--- config.mk ---
export PLATFORM = sky130hd
export DESIGN_NAME = s7_capture
export DESIGN_NICKNAME = d
export VERILOG_FILES = /design/src/rtl/s7_capture.sv
export SDC_FILE = /design/constraint.sdc
export NUM_CORES = 1
export LEC_CHECK = 0
export CAP_MARGIN = 20
export CORE_MARGIN = 1.5
export CORE_UTILIZATION = 55
export DETAILED_ROUTE_END_ITERATION = 12
export GPL_TIMING_DRIVEN = 0
export PLACE_DENSITY = 0.81
export SLEW_MARGIN = 20
export SYNTH_ARGS = -nofsm -noshare
export SYNTH_HDL_FRONTEND = slang
export SYNTH_SLANG_ARGS = --single-unit
--- constraint.sdc ---
create_clock -name i_clk -period 3.6 [get_ports i_clk]
set_clock_uncertainty 0.05 [all_clocks]
set_input_delay 0.36 -clock i_clk [delete_from_list [all_inputs] [get_ports i_clk]]
set_output_delay 0.36 -clock i_clk [all_outputs]
set_load 0.005 [all_outputs]
--- src/rtl/s7_capture.sv ---
// s7_capture: receive side of a multiplexed 7-segment display link.
// Registers the segment/select lines, waits for each digit dwell to settle,
// decodes the lit pattern back to BCD and collects one nibble per digit
// position. When every position has been seen, the collected frame is
// published on o_bcd_data together with a one-cycle o_valid strobe.
module s7_capture #(
    parameter int DIS_NUM    = 4,
    parameter int STABLE_CNT = 3
) (
    input  logic                   i_clk,
    input  logic                   i_rst,
    input  logic [6:0]             i_segments,
    input  logic [DIS_NUM-1:0]     i_segments_sel,
    output logic [DIS_NUM*4-1:0]   o_bcd_data,
    output logic                   o_valid,
    output logic [DIS_NUM-1:0]     o_digit_err,
    output logic                   o_sel_err
);

    // Counter only has to reach STABLE_CNT-1, so size it for that range.
    localparam int CNT_W = (STABLE_CNT > 1) ? $clog2(STABLE_CNT) : 1;
    localparam logic [CNT_W-1:0] CNT_MAX = CNT_W'(STABLE_CNT - 1);
    localparam logic [DIS_NUM-1:0] MASK_FULL = {DIS_NUM{1'b1}};

    // Input sample stage and the copy from the previous cycle.
    logic [6:0]             s_seg_reg;
    logic [DIS_NUM-1:0]     s_sel_reg;
    logic [6:0]             prev_seg_reg;
    logic [DIS_NUM-1:0]     prev_sel_reg;

    // Dwell tracking.
    logic [CNT_W-1:0]       cnt_reg;
    logic                   accepted_reg;

    // Frame assembly.
    logic [DIS_NUM-1:0]     mask_reg;
    logic [DIS_NUM*4-1:0]   shadow_data_reg;
    logic [DIS_NUM-1:0]     shadow_err_reg;

    // Output registers.
    logic [DIS_NUM*4-1:0]   bcd_reg;
    logic                   valid_reg;
    logic [DIS_NUM-1:0]     digit_err_reg;
    logic                   sel_err_reg;

    // Combinational helpers.
    logic                   sample_same;
    logic                   sel_onehot;
    logic                   sel_zero;
    logic                   sel_multi;
    logic                   dwell_break;
    logic                   accept;
    logic [3:0]             dec_nibble;
    logic                   dec_err;
    logic [DIS_NUM-1:0]     slot_we;
    logic [DIS_NUM-1:0]     mask_next;
    logic                   frame_done;
    logic [DIS_NUM*4-1:0]   frame_data_next;
    logic [DIS_NUM-1:0]     frame_err_next;

    // Register the raw pins once, and keep the previous sample for change detection.
    always_ff @(posedge i_clk) begin
        if (i_rst) begin
            s_seg_reg    <= '0;
            s_sel_reg    <= '0;
            prev_seg_reg <= '0;
            prev_sel_reg <= '0;
        end else begin
            s_seg_reg    <= i_segments;
            s_sel_reg    <= i_segments_sel;
            prev_seg_reg <= s_seg_reg;
            prev_sel_reg <= s_sel_reg;
        end
    end

    // Classify the current sample: unchanged, one-hot, blank or multi-hot.
    always_comb begin
        sample_same = (s_seg_reg == prev_seg_reg) && (s_sel_reg == prev_sel_reg);
        sel_onehot  = $onehot(s_sel_reg);
        sel_zero    = (s_sel_reg == '0);
        sel_multi   = !sel_onehot && !sel_zero;
        dwell_break = !sample_same || !sel_onehot;
        // The unchanged-sample term also guards the cycle where the input moves
        // while the counter still shows the previous dwell at its maximum.
        accept      = sample_same && sel_onehot && !accepted_reg && (cnt_reg == CNT_MAX);
    end

    // Segment pattern to BCD; anything that is not a clean 0-9 glyph reads as F.
    always_comb begin
        dec_nibble = 4'hF;
        dec_err    = 1'b0;
        case (s_seg_reg)
            7'h3F:   dec_nibble = 4'h0;
            7'h06:   dec_nibble = 4'h1;
            7'h5B:   dec_nibble = 4'h2;
            7'h4F:   dec_nibble = 4'h3;
            7'h66:   dec_nibble = 4'h4;
            7'h6D:   dec_nibble = 4'h5;
            7'h7D:   dec_nibble = 4'h6;
            7'h07:   dec_nibble = 4'h7;
            7'h7F:   dec_nibble = 4'h8;
            7'h6F:   dec_nibble = 4'h9;
            default: begin
                dec_nibble = 4'hF;
                dec_err    = 1'b1;
            end
        endcase
    end

    // Count consecutive identical one-hot samples; one accept per dwell.
    always_ff @(posedge i_clk) begin
        if (i_rst) begin
            cnt_reg      <= '0;
            accepted_reg <= 1'b0;
        end else if (dwell_break) begin
            cnt_reg      <= '0;
            accepted_reg <= 1'b0;
        end else begin
            if (cnt_reg != CNT_MAX) begin
                cnt_reg <= cnt_reg + CNT_W'(1);
            end
            if (accept) begin
                accepted_reg <= 1'b1;
            end
        end
    end

    // Per-slot shadow storage and the frame that would be published this edge.
    // The frame view folds in the slot being written so the last digit is not lost.
    generate
        for (genvar gi = 0; gi < DIS_NUM; gi++) begin : g_slot
            assign slot_we[gi] = accept && s_sel_reg[gi];

            assign frame_data_next[gi*4 +: 4] = slot_we[gi] ? dec_nibble
                                                            : shadow_data_reg[gi*4 +: 4];
            assign frame_err_next[gi]         = slot_we[gi] ? dec_err
                                                            : shadow_err_reg[gi];

            // Capture the decoded digit into its slot on accept; re-capture overwrites.
            always_ff @(posedge i_clk) begin
                if (i_rst) begin
                    shadow_data_reg[gi*4 +: 4] <= 4'h0;
                    shadow_err_reg[gi]         <= 1'b0;
                end else if (slot_we[gi]) begin
                    shadow_data_reg[gi*4 +: 4] <= dec_nibble;
                    shadow_err_reg[gi]         <= dec_err;
                end
            end
        end
    endgenerate

    // Frame completes when this accept fills the last missing position.
    always_comb begin
        mask_next  = mask_reg | slot_we;
        frame_done = accept && (mask_next == MASK_FULL);
    end

    // Track which positions have arrived; multi-hot select aborts the partial frame.
    always_ff @(posedge i_clk) begin
        if (i_rst) begin
            mask_reg <= '0;
        end else if (sel_multi || frame_done) begin
            mask_reg <= '0;
        end else if (accept) begin
            mask_reg <= mask_next;
        end
    end

    // Publish completed frames and flag select errors; outputs hold between frames.
    always_ff @(posedge i_clk) begin
        if (i_rst) begin
            bcd_reg       <= '0;
            digit_err_reg <= '0;
            valid_reg     <= 1'b0;
            sel_err_reg   <= 1'b0;
        end else begin
            valid_reg   <= frame_done;
            sel_err_reg <= sel_multi;
            if (frame_done) begin
                bcd_reg       <= frame_data_next;
                digit_err_reg <= frame_err_next;
            end
        end
    end

    assign o_bcd_data  = bcd_reg;
    assign o_valid     = valid_reg;
    assign o_digit_err = digit_err_reg;
    assign o_sel_err   = sel_err_reg;

endmodule

==> metrics <==
status complete, no violations; highest achievable clock rate ~290 MHz; post-route non-filler standard cell count slightly above 400; final max-slew violation count 0; synthesized netlist net count just over 300; pwr dens between 400 and 500 nW/µm²; average detailed-routed wire length per instance approximately 15 µm; synthesized cell area between 3000 and 4000 µm²; Top FF cell, synth sky130_fd_sc_hd__dfxtp_1; number of hold violations in the final report 0; startpoint of the worst-slack reg-to-reg timing path s_sel_reg[3]; Setup crit start s_sel_reg[3]; Reg clk slew, reported paths approximately 0.08 ns; CTS tree done; DP HPWL approximately 4200 µm; post-route worst hold slack ~0.43 ns; Total Neg Setup Slack 0 ns; capture point of the critical path o_bcd_data[1]; Die W about 77 µm; number of H-tree levels 3; count of clock tree sinks between 70 and 80; category of the critical setup timing path flip-flop to flip-flop; number of buffers added on ports 34; Skew-Pair Late Insertion Delay between 0.3 and 0.4 ns; RD Place Congestion 0.8080; Post-layout nets 358; Residual DRC 0; number of endpoints failing setup at the final stage 0; number of warnings issued by yosys 0; peak fanout along the critical path 9; via count of the first global-routing pass approximately 2300; DRC marker count from the first detailed-route iteration 127; placed instance count roughly 400; Worst-Margin Slew 0.6012 ns; share of the cycle needed by the critical path after routing 0.9420; pin count of the biggest net entering global routing 13; mean instance size in the synthesized netlist 10.38 µm²; GRT Total Usage 0.2298; slowest stage cell on the critical path sky130_fd_sc_hd__nor4_4; critical-path cell list inv_1 -> fa_1 -> inv_1 -> ha_1 -> ha_1 -> nor3b_2 -> nand4_4 -> nor4_4 -> nor3b_1 -> o32ai_1; length of the first detailed-routing pass in iterations 4; category of the worst setup path launch point flip-flop; number of top-level pins 35; worst reg2reg endpoint o_bcd_data[1]; RSZ-0062 raised after global routing false; antenna violation net count after detailed routing 0; largest stage delay on the critical path 0.52 ns; leakage power figure around 1.3 nW; Rel. slew slack 0.5962; global-route wire length before repair approximately 11000 µm; CTS Root Cell sky130_fd_sc_hd__clkbuf_8; post-synthesis to final-layout area growth 23.83%; Hold WC Path Type flip-flop to flip-flop; cell count after synthesis around 290; Remaining Overflow, GRT 0; starting density of the core 0.5800; TritonCTS Buffers 9; Die Outline Area approximately 5900 µm²; sequential cell area fraction in the yosys report 0.4708; reg-to-reg setup timing slack 0.21 ns; Post-synth EDFFs 0; share of post-route cells with drive strength above 1 0.1391; number of distinct standard cells referenced by the synthesized netlist 43; data required time of the worst path around 3.8 ns; drt via density 5.523; Clock Path Buffers 2; antenna violations before repair 0; CP arrival 3.55 ns; core area between 5000 and 6000 µm²; row count 26; final critical delay including setup and external delays around 3.4 ns; max-capacitance violation count 0; total via count in the routed design about 2300; Peak supply drop ~0.36 mV; r2r worst-path depth 10; Die H between 70 and 80 µm; antenna diode count 0; share of flip-flops with an asynchronous set or reset after synthesis 0; endpoint class of the critical path flip-flop; register bit total from synthesis slightly above 70; wire length after detailed routing 6294 µm
-- Yosys cell counts (4+ instances only) --
| library cell | n | share of area |
|---|---|---|
| sky130_fd_sc_hd__a211oi_1 | 8 | 0.020 |
| sky130_fd_sc_hd__a21oi_1 | 5 | 0.0083 |
| sky130_fd_sc_hd__buf_2 | 5 | 0.0083 |
| sky130_fd_sc_hd__clkbuf_1 | 9 | 0.011 |
| sky130_fd_sc_hd__dfxtp_1 | 71 | 0.47 |
| sky130_fd_sc_hd__ha_1 | 4 | 0.017 |
| sky130_fd_sc_hd__inv_1 | 7 | 0.0087 |
| sky130_fd_sc_hd__mux2i_1 | 8 | 0.027 |
| sky130_fd_sc_hd__nand2_1 | 9 | 0.011 |
| sky130_fd_sc_hd__nand2b_1 | 15 | 0.031 |
| sky130_fd_sc_hd__nand3_1 | 4 | 0.0066 |
| sky130_fd_sc_hd__nor2_1 | 39 | 0.048 |
| sky130_fd_sc_hd__nor2b_1 | 19 | 0.039 |
| sky130_fd_sc_hd__nor3_1 | 15 | 0.025 |
| sky130_fd_sc_hd__nor3b_1 | 13 | 0.032 |
| sky130_fd_sc_hd__nor4_4 | 4 | 0.028 |
| sky130_fd_sc_hd__o21a_1 | 4 | 0.0099 |
| sky130_fd_sc_hd__o32ai_1 | 12 | 0.035 |
| sky130_fd_sc_hd__xnor2_2 | 6 | 0.032 |
-- cell families (layout without fill, tap and decap cells) --
| kind of cell | count (synthesis) | in the layout | synth area share |
|---|---|---|---|
| compound gates | 35 | 35 | 0.08745 |
| mux | 8 | 8 | 0.02652 |
| fa+ha+maj | 5 | 5 | 0.02321 |
| xor+xnor | 13 | 13 | 0.07128 |
| buf+inv | 24 | 78 | 0.03813 |
| flops | 71 | 71 | 0.4708 |
| simple gates | 135 | 135 | 0.2826 |
-- where the power goes --
| group | internal (W) | total, W | switching, W |
|---|---|---|---|
| Sequential | 0.000798 | 0.000811 | 0.0000127 |
| Combinational | 0.0000621 | 0.000137 | 0.0000746 |
| Clock | 0.000476 | 0.000770 | 0.000294 |
-- layout make-up --
class | instances | area [µm²]
Inverter | 7 | 26.28
Sequential cell | 71 | 1421
Tap cell | 70 | 87.58
Clock inverter | 6 | 107.6
Multi-Input combinational cell | 196 | 1496
Fill cell | 401 | 1466
Timing Repair Buffer | 38 | 370.4
Clock buffer | 10 | 137.6
Buffer | 17 | 91.34
-- critical path: cells and delay by family (launching register included) --
family                     cells  cell delay (ns)
AOI/OAI and AO/OA              1             0.14
buffers and inverters          2             0.17
and+or+nand+nor                4             1.47
DFF                            1             0.48
adders and majority gates      3             0.95
-- metrics by stage --
stage                     setup slack (ns)    util  area [µm²]  total power (W)
after global placement              0.2000  0.6623        3447        0.0009590
after detailed placement            0.1871  0.6623        3447        0.0009632
after global routing              0.001172  0.7183        3739         0.001775
final                               0.2088  0.7183        3739         0.001718
after CTS                           0.1186  0.7094        3692         0.001721
after floorplan                     0.6391       -        3019        0.0009256
-- how the worst min path moves through the flow --
stage / start / endpoint / depth (start not counted)
final: mask_reg[3] / mask_reg[3] / 1
after global routing: mask_reg[3] / mask_reg[3] / 1
after CTS: mask_reg[0] / mask_reg[0] / 1
after detailed placement: mask_reg[2] / mask_reg[2] / 1
after global placement: accepted_reg / accepted_reg / 2
after floorplan: accepted_reg / accepted_reg / 2
-- repair_timing --
action	in CTS	in global routing
setup buffers	0	4
hold buffers	0	0
endpoints found under the setup margin	0	17
resized for setup	0	3
-- routing by layer --
metal  vias to the layer above  share of wire  GRT usage
li1                       1115              -          -
met2                        60           0.50     0.3850
met4                         0          0.023     0.1182
met1                      1104           0.42     0.2810
met5                         -              0          0
met3                        13          0.051    0.04286
-- placed cells by master, fill, tap and decap left out, types with 9 or more instances in the layout --
cell                              synthesis  final
sky130_fd_sc_hd__clkbuf_1                 9      9
sky130_fd_sc_hd__clkbuf_8                 0     10
sky130_fd_sc_hd__clkdlybuf4s50_1          0     34
sky130_fd_sc_hd__dfxtp_1                 71     71
sky130_fd_sc_hd__nand2_1                  9      9
sky130_fd_sc_hd__nand2b_1                15     15
sky130_fd_sc_hd__nor2_1                  39     39
sky130_fd_sc_hd__nor2b_1                 19     19
sky130_fd_sc_hd__nor3_1                  15     15
sky130_fd_sc_hd__nor3b_1                 13     12
sky130_fd_sc_hd__o32ai_1                 12     12
No activity file was read; power rests on OpenSTA's default activity.
